`src/rtl/cic_decim_ctrl.sv`:
```
`default_nettype none
// ============================================================================
//  Module   : cic_decim_ctrl
//  Purpose  : Sequencer for a CIC decimator (STAGES integrators + STAGES
//             combs). It gates the integrator strobe, counts accepted samples
//             modulo the runtime rate, issues the comb strobe at each
//             decimation boundary, and applies rate changes safely: it applies
//             a new rate at a boundary, clears integrators and combs, then
//             flushes until the comb history has been refilled.
//  Ports    : clk, reset        clock / synchronous active-high reset
//             enable            run request, low forces IDLE
//             inp_samp_str      input sample valid
//             rate, rate_wr     requested rate and its one-cycle write strobe
//             rate_ack/rate_err registered pulses: rate applied / write refused
//             int_str,int_clear integrator strobe and clear
//             comb_str,comb_clear comb strobe and delay-line clear
//             out_samp_str      decimated output valid
//             cur_rate, busy    active rate, state != RUN
//  Revision : 1.0  initial release
// ============================================================================
module cic_decim_ctrl #(
   parameter  int R_MAX        = 64,
   parameter  int STAGES       = 4,
   parameter  int RATE_DEFAULT = 8,
   localparam int RATE_W       = $clog2(R_MAX + 1)
) (
   input  logic              clk,
   input  logic              reset,
   input  logic              enable,
   input  logic              inp_samp_str,
   input  logic [RATE_W-1:0] rate,
   input  logic              rate_wr,
   output logic              rate_ack,
   output logic              rate_err,
   output logic              int_str,
   output logic              int_clear,
   output logic              comb_str,
   output logic              comb_clear,
   output logic              out_samp_str,
   output logic [RATE_W-1:0] cur_rate,
   output logic              busy
);

   localparam int FL_W    = (STAGES > 1) ? $clog2(STAGES + 1) : 1;
   localparam int FL_LAST = (STAGES > 0) ? STAGES - 1 : 0;

   typedef enum logic [1:0] {
      S_IDLE  = 2'd0,
      S_CLEAR = 2'd1,
      S_FLUSH = 2'd2,
      S_RUN   = 2'd3
   } state_t;

   state_t            r_state;
   state_t            w_state_nxt;
   logic [RATE_W-1:0] r_dec_cnt;
   logic [FL_W-1:0]   r_flush_cnt;
   logic [RATE_W-1:0] r_cur_rate;
   logic              r_pend_valid;
   logic [RATE_W-1:0] r_pend_rate;
   logic              r_comb_str;
   logic              r_out_str;
   logic              r_rate_ack;
   logic              r_rate_err;

   logic              w_int_str;
   logic              w_clear;
   logic              w_busy;
   logic              w_bnd;
   logic              w_rate_ok;
   logic [RATE_W-1:0] w_last;

   // cur_rate is never 0, so the subtraction cannot wrap
   assign w_last    = r_cur_rate - RATE_W'(1);
   assign w_rate_ok = (rate != '0) && (rate <= RATE_W'(R_MAX));

   always_ff @(posedge clk) begin
      if (reset) begin
         r_state <= S_IDLE;
      end else begin
         r_state <= w_state_nxt;
      end
   end

   always_comb begin
      w_state_nxt = r_state;
      w_int_str   = 1'b0;
      w_clear     = 1'b0;
      w_busy      = 1'b1;
      w_bnd       = 1'b0;

      w_int_str = inp_samp_str && ((r_state == S_FLUSH) || (r_state == S_RUN));
      w_bnd     = w_int_str && (r_dec_cnt == w_last);
      w_clear   = (r_state == S_CLEAR);
      w_busy    = (r_state != S_RUN);

      case (r_state)
         S_IDLE:  w_state_nxt = S_CLEAR;
         S_CLEAR: w_state_nxt = (STAGES == 0) ? S_RUN : S_FLUSH;
         // The flush ends on the STAGES-th boundary after the clear; that
         // boundary's comb output still belongs to the flush and is hidden.
         S_FLUSH: if (w_bnd && (r_flush_cnt == FL_W'(FL_LAST))) w_state_nxt = S_RUN;
         S_RUN:   if (w_bnd && r_pend_valid) w_state_nxt = S_CLEAR;
         default: w_state_nxt = S_IDLE;
      endcase

      if (!enable) begin
         w_state_nxt = S_IDLE;
      end
   end

   always_ff @(posedge clk) begin
      if (reset) begin
         r_dec_cnt    <= '0;
         r_flush_cnt  <= '0;
         r_cur_rate   <= RATE_W'(RATE_DEFAULT);
         r_pend_valid <= 1'b0;
         r_pend_rate  <= '0;
         r_comb_str   <= 1'b0;
         r_out_str    <= 1'b0;
         r_rate_ack   <= 1'b0;
         r_rate_err   <= 1'b0;
      end else begin
         // Comb strobe lags the boundary by one cycle so the comb sees the
         // integrator output that includes the boundary sample.
         r_comb_str <= w_bnd;
         r_out_str  <= w_bnd && (r_state == S_RUN);
         r_rate_ack <= 1'b0;
         r_rate_err <= rate_wr && !w_rate_ok;

         if (r_state == S_CLEAR) begin
            r_dec_cnt   <= '0;
            r_flush_cnt <= '0;
            if (r_pend_valid) begin
               r_cur_rate <= r_pend_rate;
               r_rate_ack <= 1'b1;
            end
         end else begin
            if (w_bnd) begin
               r_dec_cnt <= '0;
            end else if (w_int_str) begin
               r_dec_cnt <= r_dec_cnt + RATE_W'(1);
            end
            if (w_bnd && (r_state == S_FLUSH)) begin
               r_flush_cnt <= r_flush_cnt + FL_W'(1);
            end
         end

         // A write landing on the CLEAR cycle survives as the next pending rate.
         if (rate_wr && w_rate_ok) begin
            r_pend_valid <= 1'b1;
            r_pend_rate  <= rate;
         end else if (r_state == S_CLEAR) begin
            r_pend_valid <= 1'b0;
         end
      end
   end

   assign int_str      = w_int_str;
   assign int_clear    = w_clear;
   assign comb_clear   = w_clear;
   assign comb_str     = r_comb_str;
   assign out_samp_str = r_out_str;
   assign rate_ack     = r_rate_ack;
   assign rate_err     = r_rate_err;
   assign cur_rate     = r_cur_rate;
   assign busy         = w_busy;

endmodule
`default_nettype wire

```
`config.mk`:
```
export PLATFORM = sky130hd
export DESIGN_NAME = cic_decim_ctrl
export DESIGN_NICKNAME = d
export VERILOG_FILES = /design/src/rtl/cic_decim_ctrl.sv
export SDC_FILE = /design/constraint.sdc
export NUM_CORES = 1
export LEC_CHECK = 0
export ABC_CLOCK_PERIOD_IN_PS = 2750
export CORE_MARGIN = 4
export CORE_UTILIZATION = 35
export CTS_BUF_LIST = sky130_fd_sc_hd__clkbuf_8
export CTS_CLUSTER_SIZE = 20
export DETAILED_ROUTE_END_ITERATION = 6
export PLACE_DENSITY = 0.64
export SKIP_CTS_REPAIR_TIMING = 1
export SYNTH_ARGS = -nofsm -noshare
export SYNTH_HDL_FRONTEND = slang
export SYNTH_SLANG_ARGS = --single-unit
```
`constraint.sdc`:
```
create_clock -name clk -period 2.75 [get_ports clk]
set_input_delay 0.55 -clock clk [delete_from_list [all_inputs] [get_ports clk]]
set_output_delay 0.55 -clock clk [all_outputs]
set_load 0.1 [all_outputs]
```
==> flow_summary.json <==
{
  "power-per-cell-area_nw_per_um2": 502,
  "path_max_fanout": 6,
  "finalCritPeriodShare": 0.953,
  "yosysMostFrequentCell": "dfxtp_1",
  "syn_area_per_cell_sq_um": 8.83,
  "area_growth_pct": 25.8,
  "grt_max_degree": 21,
  "synth_nets": 201,
  "vias": 1373,
  "crit_path_max_incr_delay_ns": 0.52,
  "finish.utilization": 0.458,
  "finClkSkew_ns": 0.00267,
  "drv_slew": 0,
  "synth_seq_cells": 31,
  "antenna_found_initial": 0,
  "cts.sinks": 31,
  "routedWlPerCell_microns": 12.8,
  "ff2ff_path_depth": 7,
  "grt_pass1_vias": 1210,
  "cp_num_cells": 7,
  "die_h_microns": 75.6,
  "crit_type": "register to register",
  "post_drt_via_cell_ratio": 5.20,
  "die_width_microns": 75.6,
  "floorplan.initialDensity": 0.364,
  "wl_microns": 3390,
  "tritoncts": "done",
  "worstMarginPinSlew_ns": 0.752,
  "holdPathStages": 2,
  "layout-drive-gt1-share": 0.165,
  "clkTransAtPathRegs_ns": 0.06,
  "synth_cells": 181,
  "status": "completed",
  "core_sq_um": 4380,
  "setup-tns-final_ns": 0,
  "n_antenna_cell": 0,
  "setup_viol": 0,
  "power_leakage_nw": 0.819,
  "synth_edf_count": 0,
  "drt-initial-drc-count": 102,
  "drv_cap": 0,
  "hp-class": "register to register",
  "clk-insertion-delay-late_ns": 0.28,
  "vdd_drop_max_uv": 223,
  "htree_levels": 2,
  "synth_top_area_cell": "dfxtp_1",
  "yosysTopAreaCellShare": 0.388,
  "clk_path_buf_depth": 2,
  "io_buffers": 26,
  "cp-end-kind": "register",
  "boundaryPins": 27,
  "yosysSeqAreaShare": 0.388,
  "crit_chain": "inv_1, ha_1, or3b_4, or4_4, a211o_1, or4b_1, a21oi_1",
  "firstDrtPassIters": 4,
  "cpLargestDelayFamily": "simple AND/OR/NAND/NOR gates",
  "grt_use_total": 0.133,
  "die-area_sq_um": 5710,
  "rsz0062_at_grt": "false",
  "relSlewSlack": 0.495,
  "finalHoldViolCount": 0,
  "fin_nets": 232,
  "cpMaxStageDelayCell": "or4_4",
  "dpl.hpwl_microns": 2590,
  "grt_pass1_wl_microns": 5750,
  "drc_errors": 0,
  "num_rows": 24,
  "synthTopCellsByArea": "dfxtp_1 (39%), ha_1 (6.3%), xor2_1 (4.9%)",
  "gp_congestion": 0.769,
  "critPathBufInv": 1,
  "root_buffer": "clkbuf_8",
  "synth-main-ff-cell": "dfxtp_1",
  "ys_types": 41,
  "critPathLaunchType": "register",
  "netlist_area_sq_um": 1600,
  "gr-total-overflow": 0,
  "crit_arrival_ns": 2.83,
  "async_flop_share": 0,
  "period_minus_slack_ns": 2.62,
  "cts_buffers": 5,
  "yosysWarnings": 0,
  "drtAntennaViolNets": 0,
  "netlist_top_cells_count": "dfxtp_1 (31), nor2_1 (17), a21oi_1 (12), nand2_1 (11), nand3_1 (11)",
  "cp.required_ns": 2.96,
  "max_freq_ghz": 0.381
}
==> sequential cells by signal (all words and copies together) (netlist names) <==
signal / count
out_samp_str: 1
cur_rate: 7
rate_ack: 1
rate_err: 1
r_state: 2
r_flush_cnt: 3
comb_str: 1
r_pend_valid: 1
r_pend_rate: 7
r_dec_cnt: 7
==> per-layer routing <==
metal	vias up	track usage	share of wire
met1	622	0.183	0.49
met3	7	0.0356	0.046
met4	0	0.0583	0.021
li1	716	-	-
met2	28	0.196	0.44
met5	-	0	0
==> tightest hold or removal path, stage by stage, from the launching register on <==
cell and delay [ns]:
dfxtp_1 0.31, nand3_1 0.06, a21oi_1 0.05
==> per-stage QoR <==
step	total power, W	instance area (sq um)	setup WS, ns	std cells	hold WS, ns
2_1_floorplan	0.000557	1600	0.000753	181	0.436
3_3_place_gp	0.000596	1910	0.136	257	0.455
3_5_place_dp	0.000597	1910	0.116	257	0.463
4_1_cts	0.00103	2010	0.130	264	0.470
5_1_grt	0.00106	2010	0.0722	264	0.484
6_report	0.00101	2010	0.128	264	0.466
==> final cells by class <==
type / count / area (sq um)
clock inverters: 2 / 33.8
repair buffers: 30 / 265
flip-flops and latches: 31 / 626
clock buffers: 5 / 68.8
fillers: 444 / 2370
multi-input cells: 135 / 917
well taps: 52 / 65.1
inverters: 9 / 33.8
==> cell families after synthesis <==
| logic type | after synthesis | synth area share |
|---|---|---|
| xor gates and xnor gates | 15 | 0.0822 |
| AOI/OAI and AO/OA | 37 | 0.158 |
| buffers and inverters | 15 | 0.0376 |
| and+or+nand+nor | 68 | 0.227 |
| adders and majority gates | 8 | 0.0626 |
| muxes | 7 | 0.0439 |
| DFF | 31 | 0.388 |
==> power by group <==
part	total (W)	leakage [nW]	switching, W	internal [W]
registers	0.000468	0.252	0.00000932	0.000459
clock network	0.000423	0.0554	0.000161	0.000261
logic	0.000118	0.511	0.0000745	0.0000438
==> cells in the final DEF (no fill, tap or decap), drive strengths merged, types with 2 or more instances in the layout <==
cell type / n
nor3: 5
mux2i: 7
o21ai: 2
xnor2: 6
dfxtp: 31
o31ai: 5
inv: 10
ha: 8
nand2: 11
buf: 19
a31oi: 2
o311ai: 2
and3: 3
clkbuf: 5
or2: 2
and4: 2
a21oi: 12
a211o: 2
nor4: 3
a2111oi: 2
or4: 5
a211oi: 3
nand3: 11
clkdlybuf4s50: 11
xor2: 9
nand2b: 3
a21o: 2
nor2: 17
==> worst paths after layout <==
kind / end / startpoint / slack [ns]
hold reg to reg: cur_rate[4]$_SDFFE_PP0P_ / r_pend_rate[4]$_SDFFE_PP0P_ / 0.47
setup / recovery: r_flush_cnt[1]$_SDFFE_PP0P_ / cur_rate[1]$_SDFFE_PP0P_ / 0.13
setup reg to reg: r_flush_cnt[1]$_SDFFE_PP0P_ / cur_rate[1]$_SDFFE_PP0P_ / 0.13
hold / removal: cur_rate[4]$_SDFFE_PP0P_ / r_pend_rate[4]$_SDFFE_PP0P_ / 0.47
Note: power is estimated with default switching activity, not from simulation.
